<file path="config.mk">
export PLATFORM = sky130hd
export DESIGN_NAME = ddr_ring_sched
export DESIGN_NICKNAME = d
export VERILOG_FILES = /design/src/rtl/ddr_ring_pkg.sv /design/src/rtl/ddr_ring_ptr.sv /design/src/rtl/ddr_ring_sched.sv
export SDC_FILE = /design/constraint.sdc
export NUM_CORES = 1
export LEC_CHECK = 0
export BUFFER_PORTS_ARGS = -buffer_cell sky130_fd_sc_hd__clkbuf_2
export CELL_PAD_IN_SITES_DETAIL_PLACEMENT = 0
export CELL_PAD_IN_SITES_GLOBAL_PLACEMENT = 1
export CORE_MARGIN = 2
export CORE_UTILIZATION = 35
export DETAILED_ROUTE_END_ITERATION = 10
export PLACE_DENSITY = 0.74
export SYNTH_ARGS = -nofsm -noshare
export SYNTH_HDL_FRONTEND = slang
export SYNTH_SLANG_ARGS = --single-unit
export TNS_END_PERCENT = 1
</file>
<file path="constraint.sdc">
create_clock -name phy_clk -period 3.45 [get_ports phy_clk]
set_clock_uncertainty 0.15 [all_clocks]
set_input_delay 0.69 -clock phy_clk [delete_from_list [all_inputs] [get_ports phy_clk]]
set_output_delay 0.69 -clock phy_clk [all_outputs]
set_load 0.01 [all_outputs]
</file>
<file path="src/rtl/ddr_ring_pkg.sv">
// ddr_ring_pkg: shared state codes, widths and burst address helper for the DDR ring scheduler
package ddr_ring_pkg;
   localparam int BURST_LEN_W = 10;
   localparam logic [1:0] IDLE = 2'd0;
   localparam logic [1:0] WR   = 2'd1;
   localparam logic [1:0] RD   = 2'd2;
   function automatic logic [63:0] burst_addr(input logic [63:0] base, input logic [63:0] ptr,
                                              input logic [63:0] len);
      return base + ptr * len;
   endfunction
endpackage

</file>
<file path="src/rtl/ddr_ring_ptr.sv">
// ddr_ring_ptr: ring burst pointer that advances on inc_i and wraps from DEPTH-1 to 0
// Ports: clk, rst (sync, active-high), inc_i (advance one burst), ptr_o (current burst index)
module ddr_ring_ptr #(
   parameter int DEPTH = 1024,
   parameter int PW    = $clog2(DEPTH)
) (
   input  logic          clk,
   input  logic          rst,
   input  logic          inc_i,
   output logic [PW-1:0] ptr_o
);
   logic [PW-1:0] ptr_q, ptr_d;
   assign ptr_d = !inc_i ? ptr_q : (ptr_q == PW'(DEPTH - 1)) ? '0 : ptr_q + PW'(1);
   assign ptr_o = ptr_q;
   always_ff @(posedge clk) begin
      if (rst) ptr_q <= '0;
      else     ptr_q <= ptr_d;
   end
endmodule

</file>
<file path="src/rtl/ddr_ring_sched.sv">
// ddr_ring_sched: schedules DDR2 burst writes/reads as a circular buffer between the AD and wavelet FIFOs
// Ports: phy_clk/rst (sync, active-high); local_init_done gates scheduling; w_req/r_req FIFO flags;
//   wr_burst_* / rd_burst_* burst-engine handshake (req/len/addr out, data_req/data_valid/finish in);
//   level/full/empty report ring occupancy in bursts.
// Option: define DDR_RING_STARVE_GUARD_EN to force a pending read after MAX_WR_STREAK consecutive writes.
module ddr_ring_sched
   import ddr_ring_pkg::*;
#(
   parameter int ADDR_WIDTH    = 25,
   parameter int BURST_LEN     = 4,
   parameter int BASE_ADDR     = 0,
   parameter int DEPTH_BURSTS  = 1024,
   parameter int MAX_WR_STREAK = 8
) (
   input  logic                               phy_clk,
   input  logic                               rst,
   input  logic                               local_init_done,
   input  logic                               w_req,
   input  logic                               r_req,
   output logic                               wr_burst_req,
   output logic [BURST_LEN_W-1:0]             wr_burst_len,
   output logic [ADDR_WIDTH-1:0]              wr_burst_addr,
   input  logic                               wr_burst_data_req,
   input  logic                               wr_burst_finish,
   output logic                               rd_burst_req,
   output logic [BURST_LEN_W-1:0]             rd_burst_len,
   output logic [ADDR_WIDTH-1:0]              rd_burst_addr,
   input  logic                               rd_burst_data_valid,
   input  logic                               rd_burst_finish,
   output logic [$clog2(DEPTH_BURSTS+1)-1:0]  level,
   output logic                               full,
   output logic                               empty
);
   localparam int PW = $clog2(DEPTH_BURSTS);
   localparam int LW = $clog2(DEPTH_BURSTS + 1);
   logic [1:0]            state_q, state_d;
   logic                  wr_req_q, wr_req_d, rd_req_q, rd_req_d;
   logic [LW-1:0]         level_q, level_d;
   logic                  full_q, empty_q;
   logic [ADDR_WIDTH-1:0] wr_addr_q, wr_addr_d, rd_addr_q, rd_addr_d;
   logic [PW-1:0]         wr_ptr, rd_ptr;
   logic                  wr_elig, rd_elig, force_rd, go_wr, go_rd, wr_done, rd_done;
   assign wr_elig = w_req & ~full_q;
   assign rd_elig = r_req & ~empty_q;
   assign go_wr   = local_init_done & (state_q == IDLE) & wr_elig & ~force_rd;
   assign go_rd   = local_init_done & (state_q == IDLE) & rd_elig & ~go_wr;
   // Finish pulses only count in the matching burst state; strays are dropped.
   assign wr_done = (state_q == WR) & wr_burst_finish;
   assign rd_done = (state_q == RD) & rd_burst_finish;
`ifdef DDR_RING_STARVE_GUARD_EN
   localparam int SW = $clog2(MAX_WR_STREAK + 1);
   logic [SW-1:0] streak_q, streak_d;
   assign force_rd = (streak_q == SW'(MAX_WR_STREAK)) & rd_elig;
   // Saturates so a read that becomes eligible late is still forced.
   assign streak_d = go_rd ? '0 : (go_wr & (streak_q != SW'(MAX_WR_STREAK))) ? streak_q + SW'(1) : streak_q;
   always_ff @(posedge phy_clk) begin
      if (rst) streak_q <= '0;
      else     streak_q <= streak_d;
   end
`else
   assign force_rd = 1'b0;
`endif
   always_comb begin
      state_d   = !local_init_done ? IDLE : go_wr ? WR : go_rd ? RD : (wr_done | rd_done) ? IDLE : state_q;
      wr_req_d  = local_init_done & (go_wr | (wr_req_q & ~wr_burst_data_req & ~wr_burst_finish));
      rd_req_d  = local_init_done & (go_rd | (rd_req_q & ~rd_burst_data_valid & ~rd_burst_finish));
      level_d   = level_q + LW'(wr_done) - LW'(rd_done);
      // Addresses trail the pointers by a cycle; the mandatory IDLE cycle hides that lag.
      wr_addr_d = ADDR_WIDTH'(burst_addr(64'(BASE_ADDR), 64'(wr_ptr), 64'(BURST_LEN)));
      rd_addr_d = ADDR_WIDTH'(burst_addr(64'(BASE_ADDR), 64'(rd_ptr), 64'(BURST_LEN)));
   end
   always_ff @(posedge phy_clk) begin
      if (rst) begin
         state_q   <= IDLE;
         wr_req_q  <= 1'b0;
         rd_req_q  <= 1'b0;
         level_q   <= '0;
         full_q    <= 1'b0;
         empty_q   <= 1'b1;
         wr_addr_q <= ADDR_WIDTH'(BASE_ADDR);
         rd_addr_q <= ADDR_WIDTH'(BASE_ADDR);
      end else begin
         state_q   <= state_d;
         wr_req_q  <= wr_req_d;
         rd_req_q  <= rd_req_d;
         level_q   <= level_d;
         full_q    <= level_d == LW'(DEPTH_BURSTS);
         empty_q   <= level_d == '0;
         wr_addr_q <= wr_addr_d;
         rd_addr_q <= rd_addr_d;
      end
   end
   ddr_ring_ptr #(.DEPTH(DEPTH_BURSTS), .PW(PW)) u_wr_ptr (
      .clk(phy_clk), .rst(rst), .inc_i(wr_done), .ptr_o(wr_ptr)
   );
   ddr_ring_ptr #(.DEPTH(DEPTH_BURSTS), .PW(PW)) u_rd_ptr (
      .clk(phy_clk), .rst(rst), .inc_i(rd_done), .ptr_o(rd_ptr)
   );
   assign wr_burst_req  = wr_req_q;
   assign rd_burst_req  = rd_req_q;
   assign wr_burst_len  = BURST_LEN_W'(BURST_LEN);
   assign rd_burst_len  = BURST_LEN_W'(BURST_LEN);
   assign wr_burst_addr = wr_addr_q;
   assign rd_burst_addr = rd_addr_q;
   assign level         = level_q;
   assign full          = full_q;
   assign empty         = empty_q;
endmodule

</file>
==> impl_metrics.tcl <==
set metrics [dict create \
    drc 0 \
    tns_ns 0 \
    drt_iter0_markers 55 \
    cts_tree "yes" \
    cts_buffers 9 \
    htreeDepth 3 \
    nets 394 \
    vdd.ir_drop.worst_v 0.000218 \
    clk_latency_ns 0.34 \
    cp.arrival_ns 3.17 \
    relSlewSlack 0.593 \
    critical_path_buf_inv_count 1 \
    hold_buffers 0 \
    antenna_found_initial 0 \
    power_density_nw_per_um2 708 \
    status "complete, no violations" \
    clkSinkCount 57 \
    ys_seq_elements 57 \
    final_common_cell "dfxtp_1" \
    grt_pass1_wl_microns 8270 \
    yosysSeqAreaShare 0.396 \
    async_flop_share 0 \
    first_pass_iters 4 \
    yosysUniqueCellTypes 49 \
    start_kind "primary input" \
    place.gp.congestion 0.793 \
    drive_gt1_frac 0.189 \
    dieArea_sq_um 8970 \
    crit_type "in -> reg" \
    synthCells 323 \
    setup_ws_ns 0.402 \
    routedWlPerCell_microns 10.9 \
    synth_area_sq_um 2880 \
    final_cell_mix "dfxtp_1 (57), conb_1 (50), clkbuf_2 (43), nor2_1 (41), nor2b_1 (24)" \
    wirelength_microns 5220 \
    start_util 0.356 \
    post-place-ws_ns 0.0558 \
    cp_slowest_cell "fa_1" \
    path_cells "clkbuf_2, nand2_1, or2_1, ha_1, ha_1, fa_1, a211oi_2, o31ai_1, a31oi_1, xor2_1, nand4b_2, nor3b_2" \
    setup_violations 0 \
    cts_resized 0 \
    root_buffer "clkbuf_8" \
    die_x_microns 94.7 \
    period_share 0.883 \
    synth-edff-count 0 \
    fin_crit_ns 3.05 \
    pin_count 94 \
    path_max_fanout 3 \
    cp_slowest_stage_delay_ns 0.42 \
    avgSynthCellArea_sq_um 8.92 \
    max_freq_ghz 0.328 \
    hold_violations 0 \
    grt_overflow 0 \
    place_area_sq_um 3030 \
    diodes 0 \
    yosysWarnings 0 \
    worstMarginPinSlew_ns 0.611 \
    post_drt_via_cell_ratio 4.26 \
    path_common_cell "ha_1" \
    grt_max_degree 33 \
    crit_path_end_kind "register" \
    critical_path.top_delay_family "adder cells" \
    track_usage 0.124 \
    core_sq_um 8090 \
    rsz0062_at_grt "no" \
    fin_area_sq_um 3230 \
    synthFlopType "dfxtp_1" \
    crit_required_ns 3.57 \
    min_path_type "reg -> reg" \
    vias 2044 \
    p_leak_nw 1.47 \
    clk_pin_slew_ns 0.07 \
    cap_viol_max_count 0 \
    power_mw 2.29 \
    port_buffers 43 \
    hpwl_microns 3950 \
    die_height_microns 94.7 \
    rows 33 \
    slew_viol_final 0 \
    first_global_vias 1856 \
    post_cts_buffers 0 \
    clockBufferDepth 2 \
    syn2layout_area_growth_pct 12.2 \
    ant_nets 0 \
]
## worst min-delay path, cell delays in order (launching register included)
cell     delay [ns]
dfxtp_1        0.32
inv_1          0.07
nor2_1         0.05
## logic make-up (layout without fill, tap and decap cells)
kind of cell,after synthesis,in the layout,synth area share
adder cells (fa/ha/maj),15,15,0.0678
other,2,50,0.00261
AND/OR/NAND/NOR,118,118,0.212
AO/OA/AOI/OAI,30,30,0.0747
flip-flops,57,57,0.396
XOR/XNOR,28,28,0.0851
buffers and inverters,73,77,0.161
## worst paths after layout
path / startpoint / endpoint / slack, ns / cells after the start
max: rd_burst_finish / full / 0.40 / 12
min: u_wr_ptr.ptr_o[9] / wr_burst_addr[11] / 0.33 / 2
max reg2reg: state_q[1] / full / 0.44 / 11
min reg2reg: u_wr_ptr.ptr_o[9] / wr_burst_addr[11] / 0.33 / 2
## layer usage
layer	vias up	GRT usage	part of all wire
li1	1051	-	-
met1	917	0.134	0.44
met2	66	0.203	0.46
met3	10	0.0495	0.079
met4	0	0.0761	0.025
met5	-	0	0
## state kept, by name, summed over array words and instances, names as in the netlist
register and cells:
state_q 2, u_wr_ptr.ptr_o 10, u_rd_ptr.ptr_o 10, wr_burst_addr 10, full 1, level 11
rd_burst_addr 10, empty 1, rd_burst_req 1, wr_burst_req 1
## cells in the mapped netlist, types with 3 or more instances
library cell | instances | area (sq um)
nor2_1 | 41 | 154
o21bai_1 | 3 | 22.5
nand4_1 | 3 | 18.8
clkbuf_1 | 7 | 26.3
nor2b_1 | 24 | 150
inv_1 | 13 | 48.8
ha_1 | 14 | 175
buf_4 | 50 | 375
nand3_1 | 5 | 25.0
xor2_1 | 14 | 123
nand2_1 | 22 | 82.6
dfxtp_1 | 57 | 1140
xnor2_1 | 14 | 123
a21oi_1 | 9 | 45.0
a21o_1 | 3 | 22.5
o21ai_0 | 3 | 15.0
and3_1 | 4 | 25.0
## metrics by stage
step	hold slack, ns	utilization	instances
floorplan	0.286	-	371
global placement	0.321	0.374	464
detailed placement	0.323	0.374	464
CTS	0.338	0.399	480
global route	0.356	0.399	480
finish	0.329	0.399	480
## power breakdown
part	internal, mW	total [mW]	switching (mW)
combinational	0.397	0.899	0.502
clock	0.373	0.647	0.274
sequential	0.707	0.743	0.0360
## layout make-up
class,instances,area (sq um)
Inverter,14,52.6
Timing Repair Buffer,47,245
Sequential cell,57,1140
Multi-Input combinational cell,241,1460
Tap cell,105,131
Clock inverter,4,51.3
Fill cell,864,4860
Clock buffer,12,155
(Power assumes the default switching activity.)
